==> config.mk <==
export PLATFORM = sky130hd
export DESIGN_NAME = decode_sequencer
export DESIGN_NICKNAME = d
export VERILOG_FILES = /design/src/rtl/decode_seq_pkg.sv /design/src/rtl/seq_timer.sv /design/src/rtl/decode_sequencer.sv
export SDC_FILE = /design/constraint.sdc
export NUM_CORES = 1
export LEC_CHECK = 0
export CAP_MARGIN = 15
export CORE_MARGIN = 2
export CORE_UTILIZATION = 45
export DETAILED_ROUTE_END_ITERATION = 6
export HOLD_SLACK_MARGIN = 0.02
export PLACE_DENSITY = 0.92
export SLEW_MARGIN = 25
export SYNTH_ARGS = -nofsm -noshare
export SYNTH_HDL_FRONTEND = slang
export SYNTH_SLANG_ARGS = --single-unit
==> constraint.sdc <==
create_clock -name CLOCK_50_I -period 5.4 [get_ports CLOCK_50_I]
set_clock_uncertainty 0.15 [all_clocks]
set_input_delay 1.35 -clock CLOCK_50_I [delete_from_list [all_inputs] [get_ports CLOCK_50_I]]
set_output_delay 1.35 -clock CLOCK_50_I [all_outputs]
set_load 0.005 [all_outputs]
==> src/rtl/decode_seq_pkg.sv <==
// Shared types and default constants for the decode sequencer and its timers.
package decode_seq_pkg;

  localparam int unsigned AddrW = 18;
  localparam int unsigned DataW = 16;

  localparam int unsigned DefaultUartTimeout  = 50000000;
  localparam int unsigned DefaultStageTimeout = 67108863;
  localparam int unsigned DefaultTimerW       = 26;

  // Encodings are visible on the stage output (LEDs), so they are fixed.
  typedef enum logic [2:0] {
    StIdle   = 3'd0,
    StUartRx = 3'd1,
    StM2     = 3'd2,
    StM1     = 3'd3,
    StAbort  = 3'd4
  } state_e;

endpackage

==> src/rtl/seq_timer.sv <==
// Loadable up-counter with clear/enable that saturates at its terminal count.
module seq_timer
  import decode_seq_pkg::*;
#(
  parameter int unsigned Width    = DefaultTimerW,
  parameter int unsigned Terminal = 1
) (
  input  logic             clk_i,
  input  logic             rst_ni,
  input  logic             clr_i,
  input  logic             en_i,
  input  logic             load_i,
  input  logic [Width-1:0] load_val_i,
  output logic             tc_o
);

  localparam logic [Width-1:0] TermVal = Width'(Terminal);

  logic [Width-1:0] count_q, count_d;

  assign tc_o = (count_q == TermVal);

  // Holding at the terminal count keeps the counter from ever wrapping.
  always_comb begin
    count_d = count_q;
    if (clr_i) begin
      count_d = '0;
    end else if (load_i) begin
      count_d = load_val_i;
    end else if (en_i && !tc_o) begin
      count_d = count_q + 1'b1;
    end
  end

  always_ff @(posedge clk_i or negedge rst_ni) begin
    if (!rst_ni) begin
      count_q <= '0;
    end else begin
      count_q <= count_d;
    end
  end

endmodule

==> src/rtl/decode_sequencer.sv <==
// Sequences UART load -> M2 -> M1 and hands the single SRAM port to the owning stage,
// returning it to VGA when idle. Each decode stage is guarded by a watchdog.
module decode_sequencer
  import decode_seq_pkg::*;
#(
  parameter int unsigned UART_TIMEOUT  = DefaultUartTimeout,
  parameter int unsigned STAGE_TIMEOUT = DefaultStageTimeout,
  parameter int unsigned TIMER_W       = DefaultTimerW
) (
  input  logic             CLOCK_50_I,
  input  logic             resetn,
  input  logic             uart_rx_i,
  input  logic             skip_decode,
  input  logic [AddrW-1:0] uart_address,
  input  logic [DataW-1:0] uart_write_data,
  input  logic             uart_we_n,
  input  logic [AddrW-1:0] m2_address,
  input  logic [DataW-1:0] m2_write_data,
  input  logic             m2_we_n,
  input  logic [AddrW-1:0] m1_address,
  input  logic [DataW-1:0] m1_write_data,
  input  logic             m1_we_n,
  input  logic [AddrW-1:0] vga_address,
  input  logic             m2_done,
  input  logic             m1_done,
  output logic             uart_rx_initialize,
  output logic             uart_rx_enable,
  output logic             m2_start,
  output logic             m1_start,
  output logic             vga_enable,
  output logic [AddrW-1:0] sram_address,
  output logic [DataW-1:0] sram_write_data,
  output logic             sram_we_n,
  output logic [2:0]       stage,
  output logic             error
);

  state_e state_q, state_d;
  logic   init_q, init_d;
  logic   rx_en_q, rx_en_d;
  logic   m2_start_q, m2_start_d;
  logic   m1_start_q, m1_start_d;
  logic   vga_en_q, vga_en_d;
  logic   error_q, error_d;
  logic   word_seen_q, word_seen_d;

  logic uart_clr, uart_en, uart_tc;
  logic stage_clr, stage_en, stage_tc;

  seq_timer #(
    .Width    (TIMER_W),
    .Terminal (UART_TIMEOUT - 1)
  ) u_uart_timer (
    .clk_i      (CLOCK_50_I),
    .rst_ni     (resetn),
    .clr_i      (uart_clr),
    .en_i       (uart_en),
    .load_i     (1'b0),
    .load_val_i ({TIMER_W{1'b0}}),
    .tc_o       (uart_tc)
  );

  seq_timer #(
    .Width    (TIMER_W),
    .Terminal (STAGE_TIMEOUT - 1)
  ) u_stage_timer (
    .clk_i      (CLOCK_50_I),
    .rst_ni     (resetn),
    .clr_i      (stage_clr),
    .en_i       (stage_en),
    .load_i     (1'b0),
    .load_val_i ({TIMER_W{1'b0}}),
    .tc_o       (stage_tc)
  );

  always_comb begin
    state_d     = state_q;
    init_d      = 1'b0;
    rx_en_d     = rx_en_q;
    m2_start_d  = m2_start_q;
    m1_start_d  = m1_start_q;
    vga_en_d    = vga_en_q;
    error_d     = error_q;
    word_seen_d = word_seen_q;
    uart_clr    = 1'b0;
    uart_en     = 1'b0;
    stage_clr   = 1'b0;
    stage_en    = 1'b0;

    case (state_q)
      StIdle: begin
        vga_en_d  = 1'b1;
        uart_clr  = 1'b1;
        stage_clr = 1'b1;
        if (!uart_rx_i) begin
          state_d     = StUartRx;
          init_d      = 1'b1;
          vga_en_d    = 1'b0;
          error_d     = 1'b0;
          word_seen_d = 1'b0;
        end
      end

      StUartRx: begin
        stage_clr = 1'b1;
        if (init_q) begin
          rx_en_d = 1'b1;
        end
        if (!uart_we_n) begin
          uart_clr    = 1'b1;
          word_seen_d = 1'b1;
        end else begin
          uart_en = 1'b1;
          if (uart_tc) begin
            rx_en_d = 1'b0;
            // A start bit with no data written is treated as line noise.
            if (word_seen_q && !skip_decode) begin
              state_d    = StM2;
              m2_start_d = 1'b1;
            end else begin
              state_d  = StIdle;
              vga_en_d = 1'b1;
            end
          end
        end
      end

      StM2: begin
        stage_en = 1'b1;
        if (m2_done) begin
          state_d    = StM1;
          m2_start_d = 1'b0;
          m1_start_d = 1'b1;
          stage_clr  = 1'b1;
        end else if (stage_tc) begin
          state_d    = StAbort;
          m2_start_d = 1'b0;
          error_d    = 1'b1;
        end
      end

      StM1: begin
        stage_en = 1'b1;
        if (m1_done) begin
          state_d    = StIdle;
          m1_start_d = 1'b0;
          vga_en_d   = 1'b1;
        end else if (stage_tc) begin
          state_d    = StAbort;
          m1_start_d = 1'b0;
          error_d    = 1'b1;
        end
      end

      StAbort: begin
        state_d  = StIdle;
        vga_en_d = 1'b1;
      end

      default: begin
        state_d    = StIdle;
        rx_en_d    = 1'b0;
        m2_start_d = 1'b0;
        m1_start_d = 1'b0;
        vga_en_d   = 1'b1;
      end
    endcase
  end

  always_ff @(posedge CLOCK_50_I or negedge resetn) begin
    if (!resetn) begin
      state_q     <= StIdle;
      init_q      <= 1'b0;
      rx_en_q     <= 1'b0;
      m2_start_q  <= 1'b0;
      m1_start_q  <= 1'b0;
      vga_en_q    <= 1'b1;
      error_q     <= 1'b0;
      word_seen_q <= 1'b0;
    end else begin
      state_q     <= state_d;
      init_q      <= init_d;
      rx_en_q     <= rx_en_d;
      m2_start_q  <= m2_start_d;
      m1_start_q  <= m1_start_d;
      vga_en_q    <= vga_en_d;
      error_q     <= error_d;
      word_seen_q <= word_seen_d;
    end
  end

  // Selected purely by registered state so request inputs cannot steer ownership.
  always_comb begin
    sram_address    = vga_address;
    sram_write_data = '0;
    sram_we_n       = 1'b1;
    case (state_q)
      StUartRx: begin
        sram_address    = uart_address;
        sram_write_data = uart_write_data;
        sram_we_n       = uart_we_n;
      end
      StM2: begin
        sram_address    = m2_address;
        sram_write_data = m2_write_data;
        sram_we_n       = m2_we_n;
      end
      StM1: begin
        sram_address    = m1_address;
        sram_write_data = m1_write_data;
        sram_we_n       = m1_we_n;
      end
      default: ;
    endcase
  end

  assign uart_rx_initialize = init_q;
  assign uart_rx_enable     = rx_en_q;
  assign m2_start           = m2_start_q;
  assign m1_start           = m1_start_q;
  assign vga_enable         = vga_en_q;
  assign error              = error_q;
  assign stage              = state_q;

endmodule

# Yosys cells after proc, flatten, opt, wreduce, memory -nomap -nowiden
# Cells that the tools add are included.
# W data, S select, Z words.
[word_totals] ff_bits=62 out_inout_bits=44
[classes] addsub=2 n_eq_ne=18 mux=50 bitwise=3 reduce_logical=22
[ops] op="$mux W26" n=4
[ops] op="$pmux W18 S3" n=1
[ops] op="$add A26 B1 Y26 const B" n=2
[ops] op="$eq A26 B26 Y1 const B" n=2
[ops] op="$pmux W16 S3" n=1
[ops] op="$mux W1" n=27
[ops] op="$mux W3" n=6
[ops] op="$ne A2 B2 Y1 const B" n=9
[ops] op="$pmux W1 S3" n=4
[ops] op="$pmux W3 S4" n=1
[ops] op="$reduce_and A5 Y1" n=2
[ops] op="$reduce_and A3 Y1" n=3
[ops] op="$pmux W1 S2" n=4
[ops] op="$eq A3 B2 Y1 const B" n=2
[ops] op="$ne A3 B2 Y1 const B" n=2
[ops] op="$reduce_bool A2 Y1" n=3
[ops] op="$reduce_or A3 Y1" n=2
[ops] op="$pmux W1 S4" n=1
[ops] op="$reduce_and A4 Y1" n=1
[ops] op="$reduce_or A2 Y1" n=2
[ops] op="$reduce_or A4 Y1" n=1
[ops] op="$eq A3 B1 Y1 const B" n=1
[ops] op="$eq A3 B3 Y1 const B" n=1
[ops] op="$logic_and A1 B1 Y1" n=3
[ops] op="other kinds (6)" n=10

# Depth between registers and ports, before layout
# Gate-level depths: netlist (run 1).
[logic_depth] depth_word=6 mapped_depth=8

# By module
# Synthesis (run 1) repeated with hierarchy kept, for this count alone.
[unflattened] hier_cells=623 area_unflattened_um2=5230.0
[modules_own_cells] mod="seq_timer (u_stage_timer)" n_inst=1 cells_each=201 area_per_inst_um2=1771.7 seq_area_each_um2=650.6
[modules_own_cells] mod="decode_sequencer" n_inst=1 cells_each=230 area_per_inst_um2=1745.4 seq_area_each_um2=251.5
[modules_own_cells] mod="seq_timer (u_uart_timer)" n_inst=1 cells_each=192 area_per_inst_um2=1712.9 seq_area_each_um2=650.6

# Worst setup path after synthesis (run 1)
# No wires, ideal clock.
[synth_timing] path_kind="input to output" from="input uart_we_n" to="output sram_we_n" arrival_ns=1.991 t_required_ns=3.900 setup_slack_ns=1.909 stages=4 n_path_buf=1 cell_sequence="clkbuf_1 > nor2b_1 > a211oi_1 > o21ai_0"
[synth_between] elab_chain_len=1
[synth_rtl] item="start: declaration" line="decode_sequencer.sv:16" text="input logic uart_we_n,"
[synth_rtl] item="$pmux W1 S3" line="decode_sequencer.sv:197" text="case (state_q)"
[synth_rtl] item="end: declaration" line="decode_sequencer.sv:33" text="output logic sram_we_n,"
# Every way passes these cells.

# Final worst setup path (run 1)
# Ends and elaborated chain as after synthesis.

==> metrics.txt, run 1 <==
# TYPE chip_impl_metric gauge
chip_impl_info{name="status",value="finished clean"} 1
chip_impl_metric{name="routed_wire_length_per_instance",unit="um"} 17.51
chip_impl_metric{name="drt_iter0_markers",unit=""} 493
chip_impl_metric{name="ir_worst_vdd",unit="mV"} 0.1969
chip_impl_info{name="crit_path_cell_trace",value="clkdlybuf4s50_1 > nor2b_1 > a211oi_1 > o21ai_0 > clkdlybuf4s50_1"} 1
chip_impl_metric{name="placement_rows",unit=""} 37
chip_impl_metric{name="synth_top_cell_area_share",unit=""} 0.3300
chip_impl_metric{name="floorplan_die_height",unit="um"} 105.4
chip_impl_metric{name="max-cap-violations",unit=""} 0
chip_impl_metric{name="drive_gt1_frac",unit=""} 0.06117
chip_impl_metric{name="post-route-cell-area",unit="um^2"} 6676
chip_impl_metric{name="cts-htree-levels",unit=""} 3
chip_impl_metric{name="routed_wl",unit="um"} 15570
chip_impl_metric{name="clk_pin_slew",unit="ps"} 70
chip_impl_metric{name="grt_start_max_net_pins",unit=""} 69
chip_impl_metric{name="global_route.usage.met2",unit=""} 0.4521
chip_impl_metric{name="synth.net_count",unit=""} 721
chip_impl_metric{name="antenna_found_initial",unit=""} 1
chip_impl_metric{name="timing.final.hold_violations",unit=""} 0
chip_impl_metric{name="placed_cell_area",unit="um^2"} 6450
chip_impl_info{name="worst_hold_path_type",value="flip-flop to flip-flop"} 1
chip_impl_metric{name="final_antenna_net_count",unit=""} 0
chip_impl_metric{name="multi_input_comb_area",unit="um^2"} 2882
chip_impl_info{name="kind_of_cell_adding_the_most_delay_to_the_critical_path",value="buffers and inverters"} 1
chip_impl_metric{name="port_buffers",unit=""} 172
chip_impl_metric{name="synth.avg_cell_area",unit="um^2"} 7.853
chip_impl_metric{name="finalNetCount",unit=""} 879
chip_impl_metric{name="path_max_fanout",unit=""} 9
chip_impl_metric{name="grt_util_met3",unit=""} 0.06061
chip_impl_metric{name="synthArstFlopShare",unit=""} 1.000
chip_impl_metric{name="gp_congestion",unit=""} 0.9043
chip_impl_metric{name="syn2layout_area_growth",unit="%"} 44.33
chip_impl_metric{name="post_synth_instance_area",unit="um^2"} 4626
chip_impl_metric{name="timing.hold.worst_path_depth",unit=""} 2
chip_impl_metric{name="timing.critical_path.buf_inv",unit=""} 2
chip_impl_metric{name="rrSetupSlack",unit="ps"} 2470
chip_impl_metric{name="power_density",unit="nW/um^2"} 281.2
chip_impl_metric{name="final_min_period_over_clock_period",unit=""} 0.8323
chip_impl_metric{name="post_cts.repair.setup_buffers",unit=""} 0
chip_impl_info{name="worst_setup_path_start_kind",value="input pin"} 1
chip_impl_metric{name="grt_pass1_wl",unit="um"} 24500
chip_impl_metric{name="power_leakage",unit="nW"} 2.422
chip_impl_info{name="globalRoute.busiestLayer",value="met2"} 1
chip_impl_metric{name="worst_ep_required_time",unit="ps"} 3900
chip_impl_metric{name="synth_seq_cells",unit=""} 62
chip_impl_info{name="crit_start",value="uart_we_n"} 1
chip_impl_metric{name="fin_tns_setup",unit="ps"} 0
chip_impl_metric{name="arrival",unit="ps"} 2990
chip_impl_info{name="yosys_most_used_dff",value="dfrtp_1"} 1
chip_impl_metric{name="first_global_vias",unit=""} 4991
chip_impl_metric{name="relSlewSlack",unit=""} 0.4246
chip_impl_metric{name="groute.usage.overall",unit=""} 0.2715
chip_impl_metric{name="worstMarginPinSlew",unit="ps"} 863.1
chip_impl_metric{name="synth_cell_type_count",unit=""} 63
chip_impl_metric{name="die_outline_area",unit="um^2"} 11110
chip_impl_metric{name="setup_violations",unit=""} 0
chip_impl_info{name="reg2reg_from",value="stage[2]"} 1
chip_impl_metric{name="crit_path_max_incr_delay",unit="ps"} 660
chip_impl_metric{name="tritoncts.num_buffers",unit=""} 9
chip_impl_metric{name="yosysWarnings",unit=""} 0
chip_impl_metric{name="min_period",unit="ps"} 4494
chip_impl_info{name="crit_type",value="input pin to output pin"} 1
chip_impl_info{name="clock_tree.root_cell",value="clkbuf_8"} 1
chip_impl_metric{name="met1_usage",unit=""} 0.3293
chip_impl_info{name="end_kind",value="output pin"} 1
chip_impl_metric{name="post-route-drc-count",unit=""} 0
chip_impl_info{name="crit_path_top_cell_by_count",value="clkdlybuf4s50_1"} 1
chip_impl_metric{name="vias",unit=""} 5300
chip_impl_metric{name="final_number_of_max_transition_violations",unit=""} 0
chip_impl_metric{name="cts-hold-fix-buffers",unit=""} 0
chip_impl_metric{name="worst_skew_pair.late_latency",unit="ps"} 340
chip_impl_metric{name="vias_per_cell",unit=""} 5.962
chip_impl_metric{name="clk_path_buf_depth",unit=""} 2
chip_impl_info{name="crit-reg2reg-capture",value="u_stage_timer.count_q[24]"} 1
chip_impl_metric{name="place_hpwl",unit="um"} 11450
chip_impl_metric{name="n_fill_cell",unit=""} 796
chip_impl_metric{name="drt_first_pass_iters",unit=""} 5
chip_impl_metric{name="initial_utilization",unit=""} 0.4563
chip_impl_metric{name="global_route.overflow_total",unit=""} 0
chip_impl_info{name="critPathSlowestCell",value="clkdlybuf4s50_1"} 1
chip_impl_metric{name="highest_achievable_clock_rate",unit="MHz"} 222.5
chip_impl_metric{name="synth_seq_area_share",unit=""} 0.3357
chip_impl_metric{name="synth_edf_count",unit=""} 0
chip_impl_info{name="synth_top_cell_by_area",value="dfrtp_1"} 1
chip_impl_info{name="hp-start",value="vga_enable"} 1
chip_impl_metric{name="ff_latch_area",unit="um^2"} 1554
chip_impl_metric{name="ctsResizeCount",unit=""} 0
chip_impl_metric{name="core_region_area",unit="um^2"} 10140
chip_impl_metric{name="rr_worst_depth",unit=""} 5
chip_impl_metric{name="postSynthCellCount",unit=""} 589
chip_impl_info{name="grt_setup_unrepaired",value="no"} 1
chip_impl_metric{name="clock-sinks",unit=""} 62
chip_impl_info{name="synthTopCellsByArea",value="dfrtp_1 33%, mux2i_1 7.4%, a21oi_1 7.1%, o21ai_0 6.7%, nor2_1 5.6%"} 1
chip_impl_info{name="hold_end",value="vga_enable"} 1
chip_impl_metric{name="worst_hold_slack",unit="ps"} 408.7
chip_impl_info{name="tritoncts",value="done"} 1
chip_impl_metric{name="design.portCount",unit=""} 173
chip_impl_metric{name="die_width",unit="um"} 105.4
==> worst max-delay path by stage <==
stage                           end  slack, ps  cells after the start
after detailed placement  sram_we_n        900                      5
after global routing      sram_we_n        820                      5
after floorplan           sram_we_n       1910                      4
after CTS                 sram_we_n        900                      5
after global placement    sram_we_n        900                      5
final                     sram_we_n        910                      5
==> power breakdown <==
group / switching [W] / internal [W]
clock: 0.000189 / 0.000273
combinational: 0.000434 / 0.000475
sequential: 0.0000174 / 0.000490
total: 0.000640 / 0.00124
==> cell usage in the layout (no fill, tap or decap), types with 4 or more instances in the layout <==
| master | instances |
|---|---|
| nor4_1 | 5 |
| dfrtp_1 | 60 |
| nand2_1 | 48 |
| a21oi_1 | 66 |
| buf_4 | 11 |
| o211ai_1 | 8 |
| clkbuf_8 | 10 |
| and3_1 | 6 |
| nand4_1 | 16 |
| xnor2_1 | 9 |
| o21ai_0 | 62 |
| and2_1 | 4 |
| or3_1 | 33 |
| o31ai_1 | 5 |
| mux2i_1 | 34 |
| and4_1 | 8 |
| xor2_1 | 10 |
| or4_1 | 7 |
| nand3_1 | 20 |
| nor3_1 | 9 |
| nor2_1 | 69 |
| inv_1 | 11 |
| clkdlybuf4s50_1 | 171 |
==> metal layers <==
metal / vias up / wire [um]
li1: 2492 / -
met1: 2523 / 6165
met2: 233 / 7513
met3: 52 / 1177
met4: 0 / 712
met5: - / 0
==> flip-flops by register name (all words and copies together) (netlist names) <==
| signal | cells |
|---|---|
| u_uart_timer.count_q | 26 |
| u_stage_timer.count_q | 26 |
| uart_rx_initialize | 1 |
| m1_start | 1 |
| stage | 3 |
| error | 1 |
| word_seen_q | 1 |
| vga_enable | 1 |
| m2_start | 1 |
| uart_rx_enable | 1 |
==> cell usage after synthesis (4+ instances only) <==
| library cell | instances |
|---|---|
| mux2i_1 | 34 |
| xnor2_1 | 9 |
| or3_1 | 33 |
| inv_1 | 11 |
| or4_1 | 7 |
| nand2_1 | 48 |
| nor2_1 | 69 |
| o211ai_1 | 8 |
| nor4_1 | 5 |
| dfrtp_1 | 61 |
| clkbuf_1 | 30 |
| o31ai_1 | 5 |
| nand3_1 | 20 |
| nor3_1 | 9 |
| a21oi_1 | 66 |
| xor2_1 | 10 |
| and3_1 | 6 |
| and2_1 | 4 |
| o21ai_0 | 62 |
| nand4_1 | 16 |
| and4_1 | 8 |
==> through the flow <==
step / total power [W] / util / worst slack (ps) / cells
after floorplan: 0.0009479 / - / 1909 / 589
after global placement: 0.001396 / 0.6362 / 895.4 / 872
after detailed placement: 0.001416 / 0.6362 / 904.1 / 872
after CTS: 0.001878 / 0.6583 / 902.4 / 888
after global routing: 0.001975 / 0.6585 / 816.5 / 889
final: 0.001877 / 0.6585 / 905.8 / 889
==> worst register-to-register path: stages (launching register included) <==
cell and delay (ps):
dfrtp_1 620, inv_1 740, nand4_1 350, a2111o_1 520, or3_1 330, a21oi_1 150
==> kinds of logic after synthesis <==
group                      after synthesis  synth area share
AOI/OAI and AO/OA                      170            0.2134
xor gates and xnor gates                19           0.03598
and+or+nand+nor                        250            0.2846
muxes                                   37           0.08088
adders and majority gates                3          0.008116
DFF                                     62            0.3357
buffers and inverters                   48           0.04138
==> area by class of cell <==
| cell class | instances | share of cell area |
|---|---|---|
| tap | 136 | 0.02549 |
| multi-input combinational | 479 | 0.4316 |
| antenna | 1 | 0.0003748 |
| inverter | 12 | 0.006747 |
| clock inverter | 5 | 0.01237 |
| sequential | 62 | 0.2328 |
| clock buffer | 11 | 0.02118 |
| timing repair buffer | 183 | 0.2695 |
Note: power is estimated with default switching activity, not from simulation.
==> run 2: changes to the inputs <==
==> constraint.sdc (replaced) <==
create_clock -name CLOCK_50_I -period 4.6 [get_ports CLOCK_50_I]
set_clock_uncertainty 0.15 [all_clocks]
set_input_delay 1.15 -clock CLOCK_50_I [delete_from_list [all_inputs] [get_ports CLOCK_50_I]]
set_output_delay 1.15 -clock CLOCK_50_I [all_outputs]
set_load 0.005 [all_outputs]
==> run 2 against run 1 <==
Cell count is 0.11% lower. Non-clock buffer count stayed put. Count of clock-buffer cells in the layout is 1 higher. Critical endpoint unchanged. Largest cell class unchanged.
==> metrics.txt, run 2 (synthesis gave the netlist of run 1 again) <==
# TYPE chip_impl_metric gauge
chip_impl_info{name="status",value="finished clean"} 1
chip_impl_metric{name="num_antenna_cells",unit=""} 0
chip_impl_metric{name="setup_violations",unit=""} 0
chip_impl_metric{name="vias_per_cell",unit=""} 6.024
chip_impl_metric{name="antenna_found_initial",unit=""} 0
chip_impl_metric{name="die_outline_area",unit="um^2"} 11110
chip_impl_info{name="worst_hold_path_type",value="flip-flop to flip-flop"} 1
chip_impl_metric{name="ctsResizeCount",unit=""} 0
chip_impl_metric{name="max-cap-violations",unit=""} 0
chip_impl_info{name="crit_path_top_cell_by_count",value="clkdlybuf4s50_1"} 1
chip_impl_metric{name="relSlewSlack",unit=""} 0.4179
chip_impl_metric{name="place_hpwl",unit="um"} 11620
chip_impl_metric{name="worst_skew_pair.late_latency",unit="ps"} 350
chip_impl_metric{name="power_density",unit="nW/um^2"} 328.6
chip_impl_metric{name="final_core_util",unit=""} 0.6574
chip_impl_metric{name="tritoncts.num_buffers",unit=""} 9
chip_impl_metric{name="worstMarginPinSlew",unit="ps"} 873.1
chip_impl_info{name="critPathSlowestCell",value="clkdlybuf4s50_1"} 1
chip_impl_info{name="worst_setup_path_start_kind",value="input pin"} 1
chip_impl_metric{name="worstSetupPathDepth",unit=""} 5
chip_impl_metric{name="power_leakage",unit="nW"} 2.430
chip_impl_metric{name="grt_start_max_net_pins",unit=""} 69
chip_impl_metric{name="arrival",unit="ps"} 2690
chip_impl_info{name="kind_of_cell_adding_the_most_delay_to_the_critical_path",value="buffers and inverters"} 1
chip_impl_metric{name="path_max_fanout",unit=""} 2
chip_impl_metric{name="gp_congestion",unit=""} 0.9181
chip_impl_metric{name="global_route.overflow_total",unit=""} 0
chip_impl_metric{name="clock-sinks",unit=""} 62
chip_impl_metric{name="post_cts.repair.setup_buffers",unit=""} 0
chip_impl_metric{name="design.portCount",unit=""} 173
chip_impl_metric{name="routed_wl",unit="um"} 15670
chip_impl_metric{name="fin_tns_setup",unit="ps"} 0
chip_impl_info{name="most_common_cell_after_layout_fill_and_taps_aside",value="clkdlybuf4s50_1"} 1
chip_impl_metric{name="drt_first_pass_iters",unit=""} 5
chip_impl_metric{name="syn2layout_area_growth",unit="%"} 44.09
chip_impl_metric{name="timing.hold.worst_path_depth",unit=""} 2
chip_impl_metric{name="groute.usage.overall",unit=""} 0.2748
chip_impl_metric{name="port_buffers",unit=""} 172
chip_impl_metric{name="ir_worst_vdd",unit="mV"} 0.1827
chip_impl_metric{name="initial_utilization",unit=""} 0.4563
chip_impl_metric{name="drive_gt1_frac",unit=""} 0.05984
chip_impl_metric{name="highest_achievable_clock_rate",unit="MHz"} 250.8
chip_impl_metric{name="drt_iter0_markers",unit=""} 495
chip_impl_info{name="tritoncts",value="done"} 1
chip_impl_metric{name="grt_pass1_wl",unit="um"} 24820
chip_impl_metric{name="cts-htree-levels",unit=""} 3
chip_impl_metric{name="final_antenna_net_count",unit=""} 0
chip_impl_metric{name="placement_rows",unit=""} 37
chip_impl_metric{name="final_number_of_max_transition_violations",unit=""} 0
chip_impl_info{name="crit_type",value="input pin to output pin"} 1
chip_impl_metric{name="rr_worst_depth",unit=""} 6
chip_impl_info{name="layout.cells.most_common_list",value="171 x clkdlybuf4s50_1, 69 x nor2_1, 66 x a21oi_1, 62 x o21ai_0, 60 x dfrtp_1"} 1
chip_impl_info{name="end_kind",value="output pin"} 1
chip_impl_metric{name="min_period",unit="ps"} 3987
chip_impl_metric{name="post-route-drc-count",unit=""} 0
chip_impl_metric{name="core_region_area",unit="um^2"} 10140
chip_impl_metric{name="clk_pin_slew",unit="ps"} 70
chip_impl_info{name="clock_tree.root_cell",value="clkbuf_8"} 1
chip_impl_metric{name="cts-hold-fix-buffers",unit=""} 0
chip_impl_metric{name="worst_ep_required_time",unit="ps"} 3300
chip_impl_metric{name="crit_path_max_incr_delay",unit="ps"} 490
chip_impl_info{name="grt_setup_unrepaired",value="no"} 1
chip_impl_metric{name="floorplan_die_height",unit="um"} 105.4
chip_impl_metric{name="die_width",unit="um"} 105.4
chip_impl_metric{name="vias",unit=""} 5349
chip_impl_info{name="crit_path_cell_trace",value="clkdlybuf4s50_1 > nor2b_1 > a211oi_1 > o21ai_0 > clkdlybuf4s50_1"} 1
chip_impl_metric{name="clk_path_buf_depth",unit=""} 2
chip_impl_metric{name="finalNetCount",unit=""} 879
chip_impl_metric{name="final_min_period_over_clock_period",unit=""} 0.8667
chip_impl_metric{name="timing.critical_path.buf_inv",unit=""} 2
chip_impl_metric{name="first_global_vias",unit=""} 5032
chip_impl_metric{name="routed_wire_length_per_instance",unit="um"} 17.65
chip_impl_metric{name="timing.final.hold_violations",unit=""} 0
==> run 2: changes by cell type in the layout (fill, tap and decap cells not counted) <==
cell	before	now
clkinvlp_4	3	0
clkinv_2	0	2
clkbuf_1	1	2
diode_2	1	0
==> run 2: through the flow <==
stage | hold slack (ps) | worst slack, ps | cell area [um^2] | cells | power [W]
final | 397.3 | 613.0 | 6665 | 888 | 0.002190
after CTS | 393.1 | 643.0 | 6665 | 888 | 0.002187
after global placement | 357.0 | 624.1 | 6450 | 872 | 0.001636
after detailed placement | 384.1 | 645.7 | 6450 | 872 | 0.001660
after global routing | 415.6 | 528.5 | 6665 | 888 | 0.002313
after floorplan | 335.2 | 1509 | 4626 | 589 | 0.001113
==> run 2: final timing paths <==
kind / endpoint / slack [ps] / from
min in group asynchronous: uart_rx_initialize / 740 / resetn
max: sram_we_n / 610 / uart_we_n
min reg2reg: m2_start / 400 / m2_start
min: m2_start / 400 / m2_start
max reg2reg: u_uart_timer.count_q[18] / 1770 / stage[2]
max in group asynchronous: u_uart_timer.count_q[10] / 2680 / resetn
==> run 2: tightest hold or removal path, stage by stage, from the launching register on <==
cell	delay (ps)
dfrtp_1	390
nand2_1	70
o22ai_1	50
==> run 2: cell type report <==
type,instances,area (um^2)
clock buffers,12,145.1
fillers,779,3473
inverters,12,45.04
well taps,136,170.2
flip-flops and latches,62,1554
clock inverters,4,70.07
multi-input cells,479,2882
repair buffers,183,1799
==> run 2: power by group <==
group	switching [W]	internal, W
Clock	0.000216	0.000319
Sequential	0.0000205	0.000576
Combinational	0.000507	0.000553
==> run 2: layer usage <==
layer	vias up	global-route usage	part of all wire
li1	2489	-	-
met3	52	0.07050	0.084
met2	265	0.4631	0.48
met1	2543	0.3276	0.39
met5	-	0	0
met4	0	0.1276	0.044
==> run 3: changes to the inputs <==
--- a/config.mk
+++ b/config.mk
@@ -10,8 +10,10 @@
 export CORE_UTILIZATION = 45
 export DETAILED_ROUTE_END_ITERATION = 6
 export HOLD_SLACK_MARGIN = 0.02
-export PLACE_DENSITY = 0.92
+export PLACE_DENSITY = 0.9
+export SKIP_CTS_REPAIR_TIMING = 1
 export SLEW_MARGIN = 25
 export SYNTH_ARGS = -nofsm -noshare
 export SYNTH_HDL_FRONTEND = slang
+export SYNTH_HIERARCHICAL = 1
 export SYNTH_SLANG_ARGS = --single-unit
==> run 3 against run 2 <==
Cell count is 9.0% higher. Count of clock-buffer cells in the layout shrank 1. Worst setup slack worse by 100 ps. Critical path type unchanged. Largest cell class unchanged.
==> metrics.txt, run 3 <==
# TYPE chip_impl_metric gauge
chip_impl_info{name="status",value="finished clean"} 1
chip_impl_info{name="crit_path_top_cell_by_count",value="clkdlybuf4s50_1"} 1
chip_impl_metric{name="drive_gt1_frac",unit=""} 0.1152
chip_impl_info{name="synth_top_cell_by_area",value="dfrtp_1"} 1
chip_impl_info{name="worst_hold_path_type",value="flip-flop to flip-flop"} 1
chip_impl_metric{name="setup_violations",unit=""} 0
chip_impl_metric{name="clock-sinks",unit=""} 62
chip_impl_metric{name="synth.avg_cell_area",unit="um^2"} 8.395
chip_impl_info{name="clock_tree.root_cell",value="clkbuf_16"} 1
chip_impl_metric{name="timing.critical_path.buf_inv",unit=""} 2
chip_impl_metric{name="tritoncts.num_buffers",unit=""} 9
chip_impl_metric{name="first_global_vias",unit=""} 5256
chip_impl_info{name="layout.cells.most_common_list",value="171 x clkdlybuf4s50_1, 66 x nor2_1, 60 x dfrtp_1, 57 x conb_1, 38 x a21oi_1"} 1
chip_impl_metric{name="post-route-drc-count",unit=""} 0
chip_impl_metric{name="ir_worst_vdd",unit="mV"} 0.1798
chip_impl_metric{name="finalPower",unit="W"} 0.001482
chip_impl_info{name="crit_path_cell_trace",value="clkdlybuf4s50_1 > nor2b_1 > a211oi_1 > o21ai_0 > clkdlybuf4s50_1"} 1
chip_impl_info{name="end_kind",value="output pin"} 1
chip_impl_metric{name="vias",unit=""} 5653
chip_impl_metric{name="postSynthCellCount",unit=""} 623
chip_impl_metric{name="timing.final.hold_violations",unit=""} 0
chip_impl_metric{name="min_period",unit="ps"} 4091
chip_impl_metric{name="final_min_period_over_clock_period",unit=""} 0.8894
chip_impl_metric{name="synth_top_cell_area_share",unit=""} 0.2919
chip_impl_metric{name="routed_wire_length_per_instance",unit="um"} 16.66
chip_impl_metric{name="highest_achievable_clock_rate",unit="MHz"} 244.4
chip_impl_metric{name="routed_wl",unit="um"} 16130
chip_impl_metric{name="gp_congestion",unit=""} 0.8443
chip_impl_metric{name="drt_first_pass_iters",unit=""} 6
chip_impl_info{name="yosys.cell_count.top_type",value="nor2_1"} 1
chip_impl_metric{name="grt_start_max_net_pins",unit=""} 44
chip_impl_info{name="critPathSlowestCell",value="clkdlybuf4s50_1"} 1
chip_impl_metric{name="antenna_found_initial",unit=""} 0
chip_impl_metric{name="port_buffers",unit=""} 172
chip_impl_metric{name="yosysWarnings",unit=""} 6
chip_impl_metric{name="cts-htree-levels",unit=""} 3
chip_impl_metric{name="worstMarginPinSlew",unit="ps"} 901.2
chip_impl_info{name="kind_of_cell_adding_the_most_delay_to_the_critical_path",value="buffers and inverters"} 1
chip_impl_metric{name="synth_edf_count",unit=""} 0
chip_impl_metric{name="post_synth_instance_area",unit="um^2"} 5230
chip_impl_metric{name="synthArstFlopShare",unit=""} 1.000
chip_impl_metric{name="internal_power",unit="W"} 0.001107
chip_impl_metric{name="worst_ep_required_time",unit="ps"} 3300
chip_impl_metric{name="floorplan_die_height",unit="um"} 111.8
chip_impl_info{name="grt_setup_unrepaired",value="no"} 1
chip_impl_metric{name="groute.usage.overall",unit=""} 0.2539
chip_impl_metric{name="synth_seq_cells",unit=""} 62
chip_impl_metric{name="place_hpwl",unit="um"} 11420
chip_impl_metric{name="num_antenna_cells",unit=""} 0
chip_impl_metric{name="fin_tns_setup",unit="ps"} 0
chip_impl_info{name="post_synth_most_frequent_cells",value="66 x nor2_1, 61 x dfrtp_1, 39 x a21oi_1"} 1
chip_impl_info{name="yosys_most_used_dff",value="dfrtp_1"} 1
chip_impl_metric{name="die_outline_area",unit="um^2"} 12500
chip_impl_metric{name="worst_hold_slack",unit="ps"} 386.4
chip_impl_info{name="synthTopCellsByArea",value="dfrtp_1 29%, mux2_2 7.3%, a22oi_1 4.9%, nor2_1 4.7%, a21oi_1 3.7%"} 1
chip_impl_metric{name="dp_worst_setup_slack",unit="ps"} 494.6
chip_impl_metric{name="clk_path_buf_depth",unit=""} 2
chip_impl_info{name="crit_type",value="input pin to output pin"} 1
chip_impl_metric{name="core_region_area",unit="um^2"} 11370
chip_impl_metric{name="final_number_of_max_transition_violations",unit=""} 0
chip_impl_metric{name="arrival",unit="ps"} 2790
chip_impl_metric{name="clk_pin_slew",unit="ps"} 50
chip_impl_info{name="most_common_cell_after_layout_fill_and_taps_aside",value="clkdlybuf4s50_1"} 1
chip_impl_metric{name="switchingPower",unit="W"} 0.0003745
chip_impl_metric{name="combPwrFrac",unit=""} 0.193
chip_impl_metric{name="initial_utilization",unit=""} 0.4600
chip_impl_metric{name="final_antenna_net_count",unit=""} 0
chip_impl_metric{name="final_core_util",unit=""} 0.6496
chip_impl_metric{name="syn2layout_area_growth",unit="%"} 41.22
chip_impl_metric{name="path_max_fanout",unit=""} 6
chip_impl_metric{name="global_route.overflow_total",unit=""} 0
chip_impl_metric{name="met1_usage",unit=""} 0.3234
chip_impl_metric{name="relSlewSlack",unit=""} 0.3964
chip_impl_metric{name="sw_frac_of_total",unit=""} 0.2527
chip_impl_metric{name="crit_path_max_incr_delay",unit="ps"} 610
chip_impl_metric{name="clock_network_fraction_of_design_power",unit=""} 0.415
chip_impl_metric{name="grt_util_met3",unit=""} 0.05498
chip_impl_metric{name="placement_rows",unit=""} 39
chip_impl_metric{name="synth_seq_area_share",unit=""} 0.2969
chip_impl_metric{name="power_density",unit="nW/um^2"} 200.6
chip_impl_metric{name="power_leakage",unit="nW"} 2.905
chip_impl_metric{name="drt_iter0_markers",unit=""} 325
chip_impl_metric{name="grt_pass1_wl",unit="um"} 26280
chip_impl_metric{name="synth_cell_type_count",unit=""} 80
chip_impl_metric{name="final.setup.worst_slack",unit="ps"} 508.6
chip_impl_metric{name="die_width",unit="um"} 111.8
chip_impl_metric{name="vias_per_cell",unit=""} 5.840
chip_impl_metric{name="worst_skew_pair.late_latency",unit="ps"} 330
chip_impl_metric{name="global_route.usage.met2",unit=""} 0.4319
chip_impl_metric{name="design.portCount",unit=""} 173
chip_impl_metric{name="finalNetCount",unit=""} 952
chip_impl_info{name="worst_setup_path_start_kind",value="input pin"} 1
chip_impl_info{name="globalRoute.busiestLayer",value="met2"} 1
chip_impl_info{name="tritoncts",value="done"} 1
chip_impl_metric{name="seq_power_share",unit=""} 0.392
chip_impl_metric{name="max-cap-violations",unit=""} 0
==> run 3: logic make-up after synthesis <==
| kind of cell | after synthesis | share of synthesized area |
|---|---|---|
| DFF | 62 | 0.2969 |
| xor gates and xnor gates | 17 | 0.02847 |
| adders and majority gates | 3 | 0.007178 |
| AOI/OAI and AO/OA | 196 | 0.2617 |
| and+or+nand+nor | 233 | 0.2502 |
| muxes | 35 | 0.07512 |
| buffers and inverters | 76 | 0.07967 |
| other | 1 | 0.0007170 |
==> run 3: worst paths after layout <==
path | startpoint | endpoint | slack, ps | depth (start not counted)
max in group asynchronous | resetn | u_uart_timer/count_q[21] | 3060 | 2
hold / removal | m2_start | m2_start | 390 | 2
setup reg to reg | stage[0] | u_uart_timer/count_q[11] | 1670 | 8
min in group asynchronous | resetn | u_stage_timer/count_q[19] | 660 | 1
setup / recovery | uart_we_n | sram_we_n | 510 | 5
hold reg to reg | m2_start | m2_start | 390 | 2
==> run 3: power by group through the flow <==
stage                     Clock, W  Combinational [W]  Sequential (W)
after floorplan                  0           0.000112        0.000585
after global placement           0           0.000272        0.000589
after detailed placement         0           0.000278        0.000590
after CTS                 0.000623           0.000280        0.000581
after global routing      0.000651           0.000313        0.000584
final                     0.000614           0.000286        0.000582
==> run 3: final cells by class <==
class                           count  area [um^2]
Fill cell                         907         3984
Multi-Input combinational cell    541         3480
Timing Repair Buffer              184         1822
Sequential cell                    62         1554
Clock buffer                       11        232.7
Tap cell                          143        178.9
Inverter                           22        82.58
Clock inverter                      5        36.28
==> run 3: worst register-to-register path, delay by kind of cell (launching register included) <==
| family | cells | cell delay, ps |
|---|---|---|
| buf+inv | 3 | 760 |
| simple gates | 4 | 1370 |
| compound gates | 1 | 250 |
| flops | 1 | 320 |
==> run 3: through the flow <==
step / instance area (um^2) / instances
final: 7386 / 968
after global routing: 7386 / 968
after CTS: 7383 / 968
after detailed placement: 7114 / 952
after global placement: 7114 / 952
after floorplan: 5440 / 679
==> run 3: routing by layer <==
metal  wire (um)  part of all wire
met5           0                 0
met4         365             0.023
met1        6768              0.42
met3        1082             0.067
met2        7913              0.49
